## config.mk

```make
export PLATFORM = sky130hd
export DESIGN_NAME = inst_fetch
export DESIGN_NICKNAME = d
export VERILOG_FILES = /design/src/rtl/inst_fetch_pkg.sv /design/src/rtl/inst_fetch_buffer.sv /design/src/rtl/inst_fetch.sv
export SDC_FILE = /design/constraint.sdc
export NUM_CORES = 1
export LEC_CHECK = 0
export CORE_MARGIN = 1.5
export CORE_UTILIZATION = 45
export CTS_BUF_LIST = sky130_fd_sc_hd__clkbuf_8
export CTS_CLUSTER_SIZE = 28
export DETAILED_ROUTE_END_ITERATION = 8
export DONT_BUFFER_PORTS = 1
export SLEW_MARGIN = 20
export SYNTH_ARGS = -nofsm -noshare
export SYNTH_HDL_FRONTEND = slang
export SYNTH_HIERARCHICAL = 1
export SYNTH_SLANG_ARGS = --single-unit
```

## constraint.sdc

```tcl
create_clock -name clk -period 6.15 [get_ports clk]
set_clock_uncertainty 0.05 [all_clocks]
set_input_delay 0.615 -clock clk [delete_from_list [all_inputs] [get_ports clk]]
set_output_delay 0.615 -clock clk [all_outputs]
set_load 0.05 [all_outputs]
```

## src/rtl/inst_fetch_pkg.sv

```systemverilog
// +-----------------------------------------------------------------------------
// | Module      : inst_fetch_pkg
// | Description : Shared bus widths, reset PC and fetch-entry type for the fetch stage.
// | Revision    : 1.0 - initial release
// +-----------------------------------------------------------------------------
`default_nettype none

`ifndef ADDR_BUS
`define ADDR_BUS 31:0
`endif
`ifndef DATA_BUS
`define DATA_BUS 31:0
`endif
`ifndef MEM_SEL_BUS
`define MEM_SEL_BUS 3:0
`endif
`ifndef INIT_PC
`define INIT_PC 32'h0000_1000
`endif
`ifndef FETCH_ENTRY_W
`define FETCH_ENTRY_W 64
`endif

package inst_fetch_pkg;

  localparam int unsigned c_ADDR_W  = 32;
  localparam int unsigned c_DATA_W  = 32;
  localparam int unsigned c_ENTRY_W = `FETCH_ENTRY_W;

  typedef struct packed {
    logic [c_ADDR_W-1:0] pc;
    logic [c_DATA_W-1:0] inst;
  } fetch_entry_t;

  // Redirect targets are forced onto a word boundary.
  function automatic logic [c_ADDR_W-1:0] align_pc(input logic [c_ADDR_W-1:0] a);
    return {a[c_ADDR_W-1:2], 2'b00};
  endfunction

endpackage

`default_nettype wire

```

## src/rtl/inst_fetch_buffer.sv

```systemverilog
// +-----------------------------------------------------------------------------
// | Module      : fetch_buffer
// | Description : Synchronous FIFO holding fetched {pc, inst} entries; clear wins.
// | Revision    : 1.0 - initial release
// +-----------------------------------------------------------------------------
`default_nettype none

module fetch_buffer #(
  parameter int DEPTH = 2,
  parameter int WIDTH = 64,
  localparam int PTR_W = $clog2(DEPTH),
  localparam int CNT_W = PTR_W + 1
) (
  input  logic             clk,
  input  logic             rst,
  input  logic             clear,
  input  logic             push,
  input  logic [WIDTH-1:0] push_data,
  input  logic             pop,
  output logic [CNT_W-1:0] count,
  output logic             empty,
  output logic             full,
  output logic [WIDTH-1:0] head
);

  localparam logic [CNT_W-1:0] c_DEPTH = CNT_W'(DEPTH);

  logic [WIDTH-1:0] r_mem [DEPTH];
  logic [PTR_W-1:0] r_rd_ptr;
  logic [PTR_W-1:0] r_wr_ptr;
  logic [CNT_W-1:0] r_count;
  logic             w_do_push;
  logic             w_do_pop;

  assign empty = (r_count == '0);
  assign full  = (r_count == c_DEPTH);
  assign count = r_count;
  assign head  = r_mem[r_rd_ptr];

  // A push into a full buffer is only taken when the head leaves in the same cycle.
  assign w_do_pop  = pop && !clear && !empty;
  assign w_do_push = push && !clear && (!full || w_do_pop);

  always_ff @(posedge clk or negedge rst) begin
    if (!rst) begin
      r_rd_ptr <= '0;
      r_wr_ptr <= '0;
      r_count  <= '0;
    end else if (clear) begin
      r_rd_ptr <= '0;
      r_wr_ptr <= '0;
      r_count  <= '0;
    end else begin
      if (w_do_push) r_wr_ptr <= r_wr_ptr + PTR_W'(1);
      if (w_do_pop)  r_rd_ptr <= r_rd_ptr + PTR_W'(1);
      case ({w_do_push, w_do_pop})
        2'b10:   r_count <= r_count + CNT_W'(1);
        2'b01:   r_count <= r_count - CNT_W'(1);
        default: r_count <= r_count;
      endcase
    end
  end

  always_ff @(posedge clk) begin
    if (w_do_push) r_mem[r_wr_ptr] <= push_data;
  end

endmodule

`default_nettype wire

```

## src/rtl/inst_fetch.sv

```systemverilog
// +-----------------------------------------------------------------------------
// | Module      : inst_fetch
// | Description : Fetch stage: owns the PC, issues ROM reads, buffers returned words.
// |               Optional IF_PERF_CNT_EN adds fetch/stall performance counters.
// | Revision    : 1.0 - initial release
// +-----------------------------------------------------------------------------
`default_nettype none

module inst_fetch
  import inst_fetch_pkg::*;
#(
  parameter int BUF_DEPTH = 2,
  parameter int PC_STEP   = 4
) (
  input  logic                clk,
  input  logic                rst,
  output logic                rom_en,
  output logic [`MEM_SEL_BUS] rom_write_en,
  output logic [`ADDR_BUS]    rom_addr,
  output logic [`DATA_BUS]    rom_write_data,
  input  logic [`DATA_BUS]    rom_read_data,
  input  logic                flush,
  input  logic [`ADDR_BUS]    flush_pc,
  input  logic                inst_ready,
  output logic                inst_valid,
  output logic [`DATA_BUS]    inst,
  output logic [`ADDR_BUS]    inst_pc
`ifdef IF_PERF_CNT_EN
  ,
  output logic [31:0]         perf_fetch_cnt,
  output logic [31:0]         perf_stall_cnt
`endif
);

  localparam int                 c_CNT_W   = $clog2(BUF_DEPTH) + 1;
  localparam logic [c_CNT_W:0]   c_DEPTH   = (c_CNT_W + 1)'(BUF_DEPTH);
  localparam logic [c_ADDR_W-1:0] c_PC_STEP = c_ADDR_W'(PC_STEP);

  logic [c_ADDR_W-1:0] r_pc;
  logic [c_ADDR_W-1:0] r_inflight_pc;
  logic                r_run;
  logic                r_inflight;
  logic                r_kill;

  logic [c_CNT_W-1:0]  w_count;
  logic [c_CNT_W:0]    w_occupancy;
  logic                w_empty;
  logic                w_full;
  logic                w_pop;
  logic                w_push;
  logic                w_issue;
  fetch_entry_t        w_head;
  fetch_entry_t        w_push_entry;

  assign w_pop       = inst_valid && inst_ready;
  // Credit: buffered entries plus the outstanding response must leave room.
  assign w_occupancy = {1'b0, w_count} + {{c_CNT_W{1'b0}}, r_inflight};
  assign w_issue     = r_run && !flush && ((w_occupancy < c_DEPTH) || w_pop);
  assign w_push      = r_inflight && !r_kill;

  assign w_push_entry.pc   = r_inflight_pc;
  assign w_push_entry.inst = rom_read_data;

  assign rom_en         = w_issue;
  assign rom_addr       = r_pc;
  assign rom_write_en   = '0;
  assign rom_write_data = '0;

  assign inst_valid = !w_empty;
  assign inst       = inst_valid ? w_head.inst : '0;
  assign inst_pc    = inst_valid ? w_head.pc   : '0;

  fetch_buffer #(
    .DEPTH (BUF_DEPTH),
    .WIDTH (c_ENTRY_W)
  ) u_fetch_buffer (
    .clk       (clk),
    .rst       (rst),
    .clear     (flush),
    .push      (w_push),
    .push_data (w_push_entry),
    .pop       (w_pop),
    .count     (w_count),
    .empty     (w_empty),
    .full      (w_full),
    .head      (w_head)
  );

  always_ff @(posedge clk or negedge rst) begin
    if (!rst) begin
      r_pc          <= `INIT_PC;
      r_inflight_pc <= '0;
      r_run         <= 1'b0;
      r_inflight    <= 1'b0;
      r_kill        <= 1'b0;
    end else begin
      r_run  <= 1'b1;
      r_kill <= flush;
      if (flush) begin
        r_pc       <= align_pc(flush_pc);
        r_inflight <= 1'b0;
      end else begin
        r_inflight <= w_issue;
        if (w_issue) begin
          r_pc          <= r_pc + c_PC_STEP;
          r_inflight_pc <= r_pc;
        end
      end
    end
  end

`ifdef IF_PERF_CNT_EN
  logic [31:0] r_fetch_cnt;
  logic [31:0] r_stall_cnt;

  // Saturating counters; a redirect does not clear them.
  always_ff @(posedge clk or negedge rst) begin
    if (!rst) begin
      r_fetch_cnt <= '0;
      r_stall_cnt <= '0;
    end else begin
      if (w_pop && (r_fetch_cnt != 32'hFFFF_FFFF))
        r_fetch_cnt <= r_fetch_cnt + 32'd1;
      if (inst_valid && !inst_ready && (r_stall_cnt != 32'hFFFF_FFFF))
        r_stall_cnt <= r_stall_cnt + 32'd1;
    end
  end

  assign perf_fetch_cnt = r_fetch_cnt;
  assign perf_stall_cnt = r_stall_cnt;
`endif

  logic w_unused;
  assign w_unused = w_full;

endmodule

`default_nettype wire

```

==> flow_summary.html, run 1 <==
<table>
<tr><th>Metric</th><th>Value</th></tr>
<tr><th colspan="2">Run status</th></tr>
<tr><td>Result of the run</td><td>finished, final reports clean</td></tr>
<tr><th colspan="2">Clock tree</th></tr>
<tr><td>Depth of the CTS H-tree</td><td>4</td></tr>
<tr><td>Count of clock tree sinks</td><td>approximately 200</td></tr>
<tr><td>Post-cts repair resize count</td><td>0</td></tr>
<tr><td>Cell at the root of the clock tree</td><td>sky130_fd_sc_hd__clkbuf_8</td></tr>
<tr><td>Clock-pin slew on the worst setup and hold paths</td><td>0.10 ns</td></tr>
<tr><td>Clock tree from TritonCTS</td><td>yes</td></tr>
<tr><td>Insertion delay of the later-clocked pin in the worst-skew pair</td><td>0.45 ns</td></tr>
<tr><td>Setup Buffers After CTS</td><td>0</td></tr>
<tr><td>Hold buffers post-CTS</td><td>2</td></tr>
<tr><td>Number of buffers added by the clock tree synthesis step</td><td>17</td></tr>
<tr><td>CTS max path bufs</td><td>2</td></tr>
<tr><th colspan="2">Power and ir drop</th></tr>
<tr><td>IR drop worst, VDD</td><td>between 100 and 150 uV</td></tr>
<tr><td>Total net switching power</td><td>765 uW</td></tr>
<tr><td>Part of the power in combinational logic</td><td>9.3%</td></tr>
<tr><td>Sw frac</td><td>about 28%</td></tr>
<tr><td>Clock network power share</td><td>30.6%</td></tr>
<tr><td>Power share of the sequential group</td><td>60.1%</td></tr>
<tr><td>Leak Pwr</td><td>3.16 nW</td></tr>
<tr><td>Ratio of total power to cell area</td><td>296 nW/um^2</td></tr>
<tr><td>Pint</td><td>1.95 mW</td></tr>
<tr><th colspan="2">Min path</th></tr>
<tr><td>Type of the tightest min-delay check</td><td>input pin to register</td></tr>
<tr><th colspan="2">Critical path</th></tr>
<tr><td>Delay of the slowest cell on the worst path</td><td>0.83 ns</td></tr>
<tr><td>Maximum fanout count along the critical path</td><td>32</td></tr>
<tr><td>WP data required</td><td>around 5.5 ns</td></tr>
<tr><td>Worst Setup Start Kind</td><td>register</td></tr>
<tr><td>Crit path cell chain</td><td>nor2_4 &gt; nor2b_1 &gt; buf_4 &gt; o21ai_2 &gt; nand2b_2 &gt; inv_2</td></tr>
<tr><td>Endpoint arrival time on the critical path</td><td>between 2 and 3 ns</td></tr>
<tr><td>Type of destination of the critical path</td><td>primary output</td></tr>
<tr><td>Crit-path slowest cell</td><td>sky130_fd_sc_hd__nand2b_2</td></tr>
<tr><td>Category of the most critical setup path</td><td>register to primary output</td></tr>
<tr><th colspan="2">Floorplan</th></tr>
<tr><td>Floorplan die area</td><td>roughly 20,000 um^2</td></tr>
<tr><td>Boundary pin count</td><td>slightly above 200</td></tr>
<tr><td>Area of the core</td><td>about 19,000 um^2</td></tr>
<tr><td>Starting density of the core</td><td>46.2%</td></tr>
<tr><td>Number of placement rows</td><td>50</td></tr>
<tr><td>Horiz. Die Dim</td><td>142 um</td></tr>
<tr><td>Die Y-Extent</td><td>142 um</td></tr>
<tr><th colspan="2">Synthesis</th></tr>
<tr><td>Cell types with the highest counts after synthesis</td><td>sky130_fd_sc_hd__edfxtp_1 (128), sky130_fd_sc_hd__nor2b_1 (67), sky130_fd_sc_hd__dfrtp_1 (66)</td></tr>
<tr><td>Count of flip-flops with a built-in enable after synthesis</td><td>128</td></tr>
<tr><td>Flop and latch count out of synthesis</td><td>195</td></tr>
<tr><td>Number of cells produced by synthesis</td><td>just over 600</td></tr>
<tr><td>Number of distinct library cell variants in the gate-level netlist after synthesis</td><td>53</td></tr>
<tr><td>Most common flop cell mapped by yosys</td><td>sky130_fd_sc_hd__edfxtp_1</td></tr>
<tr><td>Cell type contributing the most total cell area after synthesis</td><td>sky130_fd_sc_hd__edfxtp_1</td></tr>
<tr><td>Most numerous cell in the Yosys netlist</td><td>sky130_fd_sc_hd__edfxtp_1</td></tr>
<tr><td>Dominant cells by area after synthesis</td><td>sky130_fd_sc_hd__edfxtp_1 (44%), sky130_fd_sc_hd__dfrtp_1 (19%), sky130_fd_sc_hd__mux2_1 (6.5%), sky130_fd_sc_hd__mux2_2 (5.5%), sky130_fd_sc_hd__nor2b_1 (4.8%)</td></tr>
<tr><td>Sequential area share after synthesis</td><td>63.7%</td></tr>
<tr><td>Asr flop ratio synth</td><td>about 34%</td></tr>
<tr><td>Synthesized area</td><td>8660 um^2</td></tr>
<tr><td>Share of Yosys cell area claimed by the top area cell type</td><td>44.4%</td></tr>
<tr><td>Post-synthesis area per instance</td><td>14.0 um^2</td></tr>
<tr><td>Ys Warns</td><td>6</td></tr>
<tr><th colspan="2">Cells and area</th></tr>
<tr><td>Layout-stage area growth over the synthesis result</td><td>5.81%</td></tr>
<tr><td>Antenna diodes</td><td>0</td></tr>
<tr><td>Final non-filler cell total</td><td>862</td></tr>
<tr><td>Layout cells sized above 1</td><td>around 16%</td></tr>
<tr><td>Nets@finish</td><td>684</td></tr>
<tr><th colspan="2">Flow run</th></tr>
<tr><td>Number of maximum-capacitance violations</td><td>0</td></tr>
<tr><th colspan="2">Placed design</th></tr>
<tr><td>DP Worst Slack</td><td>3.03 ns</td></tr>
<tr><td>Placed Cells incl. Taps</td><td>828</td></tr>
<tr><td>DP HPWL</td><td>10,800 um</td></tr>
<tr><td>Final GP Congestion</td><td>0.758</td></tr>
<tr><td>Number of input and output port buffers inserted</td><td>0</td></tr>
<tr><th colspan="2">Timing</th></tr>
<tr><td>Number of hold-slack violations in the final timing report</td><td>0</td></tr>
<tr><td>Transition time of the tightest slew-check pin</td><td>approximately 1.0 ns</td></tr>
<tr><td>PnR worst setup slack</td><td>about 2.6 ns</td></tr>
<tr><td># setup viols final</td><td>0</td></tr>
<tr><td>Fin crit share</td><td>57.2%</td></tr>
<tr><td>Setup repair after global routing missed its margin</td><td>false</td></tr>
<tr><td>Rel. slew slack</td><td>30.9%</td></tr>
<tr><td>Slew Limit Fails</td><td>0</td></tr>
<tr><td>Peak clock frequency supported by timing</td><td>~0.28 GHz</td></tr>
<tr><td>Minimum clock period after layout</td><td>3.52 ns</td></tr>
<tr><td>Setup TNS Final</td><td>0 ns</td></tr>
<tr><th colspan="2">Routing</th></tr>
<tr><td>Routed wire length per instance</td><td>20.0 um</td></tr>
<tr><td>DRT Pass-1 Iters</td><td>5</td></tr>
<tr><td># DRC</td><td>0</td></tr>
<tr><td>Antenna-violating nets left</td><td>0</td></tr>
<tr><td>Drt via density</td><td>5.59</td></tr>
<tr><td>Iter 0 DRT Violations</td><td>276</td></tr>
<tr><td>Final routed wirelength across all metal layers</td><td>17,200 um</td></tr>
<tr><td>Via count</td><td>4,822</td></tr>
<tr><th colspan="2">Global routing</th></tr>
<tr><td>Antenna violations before repair</td><td>0</td></tr>
<tr><td>Pin count of the biggest net entering global routing</td><td>68</td></tr>
<tr><td>Wire length of the first global-routing pass</td><td>26,600 um</td></tr>
<tr><td>Number of global-route vias before repair</td><td>4,807</td></tr>
<tr><td>Final global-route overflow total</td><td>0</td></tr>
<tr><td>GR Util All Layers</td><td>about 18%</td></tr>
</table>
-- critical path: cells and delay by family, from the launching register on --
family	cells	cell delay (ns)
flip-flops	1	0.50
AND/OR/NAND/NOR	3	1.04
AO/OA/AOI/OAI	1	0.36
buffers and inverters	2	0.49
-- layout by cell type, fill, tap and decap left out, drive strengths merged, types with 14 or more instances in the layout --
cell and count:
conb 43, clkbuf 20, nor2b 69, mux2 93, o31ai 14, o21ai 21
nor2 26, a31oi 21, dfrtp 66, nand2 17, or4 14, edfxtp 128
-- cell type report --
cell class                 instances  area, um^2
fill                            1640        9600
sequential                       195        5530
multi-input combinational        386        2840
tap                              234         293
clock buffer                      20         275
clock inverter                    12         131
timing repair buffer               7        75.1
inverter                           8        30.0
-- layer usage --
metal | up-vias | global-route usage (%) | wire length, um
li1 | 2199 | - | -
met1 | 2397 | 21.4 | 7140
met2 | 210 | 28.7 | 8330
met3 | 16 | 6.14 | 1490
met4 | 0 | 6.57 | 252
met5 | - | 0 | 0
-- path summary, 6_finish.rpt --
path,from,end,slack (ns),depth (start not counted)
hold / removal,flush,r_kill,0.14,0
setup / recovery,u_fetch_buffer/count[0],rom_en,2.63,6
max in group asynchronous,rst,rom_addr[12],5.06,2
min in group asynchronous,rst,r_inflight_pc[5],0.66,2
setup reg to reg,u_fetch_buffer/count[0],u_fetch_buffer/r_mem[0][0],3.30,7
hold reg to reg,r_inflight_pc[16],u_fetch_buffer/r_mem[1][48],0.43,0
-- sequential cells by signal (all words and copies together), names as in the netlist --
signal,cells
r_run,1
u_fetch_buffer/r_wr_ptr,1
rom_addr,30
r_inflight_pc,30
u_fetch_buffer/r_mem,128
r_inflight,1
r_kill,1
u_fetch_buffer/count,2
u_fetch_buffer/r_rd_ptr,1
-- power groups by stage --
stage | Clock (mW) | Combinational (mW) | Sequential, mW
2_1_floorplan | 0 | 0.239 | 1.63
3_3_place_gp | 0 | 0.235 | 1.66
3_5_place_dp | 0 | 0.241 | 1.66
4_1_cts | 0.867 | 0.254 | 1.63
5_1_grt | 0.911 | 0.272 | 1.65
6_report | 0.832 | 0.252 | 1.63
-- stage by stage --
step | hold WS (ns) | area (um^2) | util, % | power (mW)
after floorplan | 0.269 | 8830 | - | 1.87
after global placement | 0.271 | 8720 | 46.5 | 1.89
after detailed placement | 0.271 | 8720 | 46.5 | 1.90
after CTS | 0.100 | 9170 | 48.8 | 2.76
after global routing | 0.0929 | 9170 | 48.8 | 2.83
final | 0.140 | 9170 | 48.8 | 2.72
-- kinds of logic after synthesis --
logic type / count (synthesis) / synth area share, %
xor+xnor: 7 / 0.708
mux: 94 / 12.2
flops: 195 / 63.7
buf+inv: 77 / 5.68
compound gates: 72 / 5.92
fa+ha+maj: 1 / 0.144
other cells: 2 / 0.0867
simple gates: 169 / 11.5
Note: power is estimated with default switching activity, not from simulation.
==> run 2, diff against run 1 <==
==> constraint.sdc (replaced) <==
create_clock -name clk -period 2.9 [get_ports clk]
set_clock_uncertainty 0.05 [all_clocks]
set_input_delay 0.29 -clock clk [delete_from_list [all_inputs] [get_ports clk]]
set_output_delay 0.29 -clock clk [all_outputs]
set_load 0.05 [all_outputs]
==> run 2 against run 1 <==
Cell area increased by 15%. Global-route usage increased by 0.15 points. Non-clock buffer count increased by 151.
==> flow_summary.html, run 2 (synthesized netlist as in run 1, its figures left out) <==
<table>
<tr><th>Metric</th><th>Value</th></tr>
<tr><th colspan="2">Routing</th></tr>
<tr><td>Routed wire length per instance</td><td>around 17 um</td></tr>
<tr><td>Via count</td><td>5,273</td></tr>
<tr><td>Drt via density</td><td>5.21</td></tr>
<tr><td>Antenna-violating nets left</td><td>0</td></tr>
<tr><td># DRC</td><td>0</td></tr>
<tr><td>Final routed wirelength across all metal layers</td><td>17,500 um</td></tr>
<tr><td>DRT Pass-1 Iters</td><td>4</td></tr>
<tr><td>Iter 0 DRT Violations</td><td>approximately 250</td></tr>
<tr><th colspan="2">Clock tree</th></tr>
<tr><td>Clock tree from TritonCTS</td><td>yes</td></tr>
<tr><td>Number of buffers added by the clock tree synthesis step</td><td>17</td></tr>
<tr><td>Clock-pin slew on the worst setup and hold paths</td><td>about 0.090 ns</td></tr>
<tr><td>Setup Buffers After CTS</td><td>0</td></tr>
<tr><td>Count of clock tree sinks</td><td>195</td></tr>
<tr><td>CTS max path bufs</td><td>2</td></tr>
<tr><td>Insertion delay of the later-clocked pin in the worst-skew pair</td><td>0.45 ns</td></tr>
<tr><td>Cell at the root of the clock tree</td><td>sky130_fd_sc_hd__clkbuf_8</td></tr>
<tr><td>Depth of the CTS H-tree</td><td>4</td></tr>
<tr><th colspan="2">Min path</th></tr>
<tr><td>Type of the tightest min-delay check</td><td>input pin to register</td></tr>
<tr><th colspan="2">Timing</th></tr>
<tr><td>Fin crit share</td><td>roughly 92%</td></tr>
<tr><td>Peak clock frequency supported by timing</td><td>~0.37 GHz</td></tr>
<tr><td>Slew Limit Fails</td><td>0</td></tr>
<tr><td>Setup repair after global routing missed its margin</td><td>false</td></tr>
<tr><td># setup viols final</td><td>0</td></tr>
<tr><td>Number of hold-slack violations in the final timing report</td><td>0</td></tr>
<tr><td>Transition time of the tightest slew-check pin</td><td>0.968 ns</td></tr>
<tr><td>Minimum clock period after layout</td><td>about 2.7 ns</td></tr>
<tr><td>Rel. slew slack</td><td>between 30% and 40%</td></tr>
<tr><th colspan="2">Cells and area</th></tr>
<tr><td>Final non-filler cell total</td><td>1,013</td></tr>
<tr><td>Antenna diodes</td><td>0</td></tr>
<tr><td>Layout-stage area growth over the synthesis result</td><td>21.7%</td></tr>
<tr><td>Most frequent cells in the layout</td><td>sky130_fd_sc_hd__edfxtp_1 (128), sky130_fd_sc_hd__buf_4 (91), sky130_fd_sc_hd__nor2b_1 (67)</td></tr>
<tr><td>Layout cells sized above 1</td><td>between 20% and 30%</td></tr>
<tr><td>Leading cell type in the layout, fill and taps excluded</td><td>sky130_fd_sc_hd__edfxtp_1</td></tr>
<tr><td>Largest register by flop count</td><td>u_fetch_buffer/r_mem</td></tr>
<tr><td>Largest register FFs</td><td>128</td></tr>
<tr><td>End-of-flow core utilization</td><td>56.2%</td></tr>
<tr><td>Layout filler cell count</td><td>roughly 1,600</td></tr>
<tr><td>Nets@finish</td><td>835</td></tr>
<tr><th colspan="2">Critical path</th></tr>
<tr><td>Crit path cell chain</td><td>nor2_4 &gt; nor2b_1 &gt; buf_4 &gt; o21ai_2 &gt; nand2b_2 &gt; buf_6 &gt; inv_2 &gt; buf_4</td></tr>
<tr><td>Cell type with the highest occurrence count on the critical path</td><td>sky130_fd_sc_hd__buf_4</td></tr>
<tr><td>Type of destination of the critical path</td><td>primary output</td></tr>
<tr><td>Delay of the slowest cell on the worst path</td><td>0.49 ns</td></tr>
<tr><td>Category of the most critical setup path</td><td>register to primary output</td></tr>
<tr><td>WP data required</td><td>2.56 ns</td></tr>
<tr><td>Crit-path slowest cell</td><td>sky130_fd_sc_hd__dfrtp_2</td></tr>
<tr><td>Setup slack, reg-to-reg</td><td>~0.58 ns</td></tr>
<tr><td>Endpoint arrival time on the critical path</td><td>2.33 ns</td></tr>
<tr><td>Maximum fanout count along the critical path</td><td>32</td></tr>
<tr><td>Worst Setup Start Kind</td><td>register</td></tr>
<tr><th colspan="2">Floorplan</th></tr>
<tr><td>Starting density of the core</td><td>46.2%</td></tr>
<tr><td>Area of the core</td><td>18,800 um^2</td></tr>
<tr><td>Horiz. Die Dim</td><td>142 um</td></tr>
<tr><td>Die Y-Extent</td><td>142 um</td></tr>
<tr><td>Floorplan die area</td><td>20,100 um^2</td></tr>
<tr><td>Number of placement rows</td><td>50</td></tr>
<tr><td>Boundary pin count</td><td>202</td></tr>
<tr><th colspan="2">Global routing</th></tr>
<tr><td>Antenna violations before repair</td><td>0</td></tr>
<tr><td>Number of global-route vias before repair</td><td>5,264</td></tr>
<tr><td>Final global-route overflow total</td><td>0</td></tr>
<tr><td>Wire length of the first global-routing pass</td><td>about 28,000 um</td></tr>
<tr><td>Pin count of the biggest net entering global routing</td><td>68</td></tr>
<tr><td>GR Util All Layers</td><td>17.7%</td></tr>
<tr><th colspan="2">Power and ir drop</th></tr>
<tr><td>IR drop worst, VDD</td><td>302 uV</td></tr>
<tr><td>Leak Pwr</td><td>between 3 and 4 nW</td></tr>
<tr><td>Ratio of total power to cell area</td><td>584 nW/um^2</td></tr>
<tr><th colspan="2">Placed design</th></tr>
<tr><td>DP HPWL</td><td>11,300 um</td></tr>
<tr><td>Number of input and output port buffers inserted</td><td>0</td></tr>
<tr><td>Final GP Congestion</td><td>0.790</td></tr>
<tr><td>Placed Cells incl. Taps</td><td>917</td></tr>
<tr><th colspan="2">Run status</th></tr>
<tr><td>Result of the run</td><td>finished, final reports clean</td></tr>
<tr><th colspan="2">Flow run</th></tr>
<tr><td>Number of maximum-capacitance violations</td><td>0</td></tr>
</table>
-- run 2: changes by cell type in the layout (fill, tap and decap cells not counted), moves of 3 or more --
cell	previous run	this run
sky130_fd_sc_hd__buf_4	5	91
sky130_fd_sc_hd__bufinv_16	2	5
sky130_fd_sc_hd__clkbuf_8	20	17
sky130_fd_sc_hd__clkinv_4	4	0
sky130_fd_sc_hd__clkinvlp_4	0	4
sky130_fd_sc_hd__dfrtp_2	0	3
sky130_fd_sc_hd__dlygate4sd3_1	1	63
-- run 2: final cells by class --
cell class	instances	area (um^2)	share of cell area, %
Sequential cell	195	5530	52.4
Clock buffer	17	234	2.22
Tap cell	234	293	2.78
Timing Repair Buffer	158	1390	13.2
Inverter	8	30.0	0.285
Multi-Input combinational cell	386	2850	27.0
Clock inverter	15	229	2.17
-- run 2: what timing repair did --
item	in CTS	in global routing
resized for setup	0	1
setup endpoints to repair	0	1
endpoints found under the hold margin	167	0
hold buffers	64	0
-- run 2: where the power goes --
group	total [mW]	switching, mW	leakage (nW)	internal (mW)
Clock	1.99	0.950	0.224	1.04
Combinational	0.842	0.572	1.75	0.270
Sequential	3.33	0.172	1.93	3.16
Total	6.16	1.69	3.91	4.47
-- run 2: routing by layer --
layer	part of all wire [%]	GRT usage (%)
met1	45	22.8
met2	48	29.7
met3	5.6	4.15
met4	1.0	5.48
met5	0	0
-- run 2: critical path, delay by kind of cell (launching register included) --
kind	cells	cell delay [ns]
simple gates	3	0.37
buf+inv	4	0.72
compound gates	1	0.31
flops	1	0.49
-- run 2: final timing paths --
path | from | end | depth (start not counted)
max | u_fetch_buffer/count[0] | rom_en | 8
min | flush | u_fetch_buffer/r_wr_ptr | 2
max reg2reg | rom_addr[12] | rom_addr[24] | 4
min reg2reg | r_inflight_pc[5] | u_fetch_buffer/r_mem[1][37] | 0
max in group asynchronous | rst | rom_addr[12] | 2
min in group asynchronous | rst | r_inflight_pc[6] | 2
-- run 2: per-stage QoR --
| step | setup TNS [ns] | hold slack, ns | total power [mW] | area, um^2 | setup slack [ns] |
|---|---|---|---|---|---|
| final | 0 | 0.0620 | 6.16 | 10500 | 0.227 |
| after global routing | 0 | 0.0134 | 6.41 | 10500 | 0.0648 |
| after CTS | 0 | 0.0184 | 6.22 | 10500 | 0.104 |
| after detailed placement | 0 | -0.0541 | 4.13 | 9420 | 0.597 |
| after global placement | 0 | -0.0538 | 4.10 | 9420 | 0.653 |
| after floorplan | -28.89 | -0.0556 | 3.97 | 8860 | -0.295 |
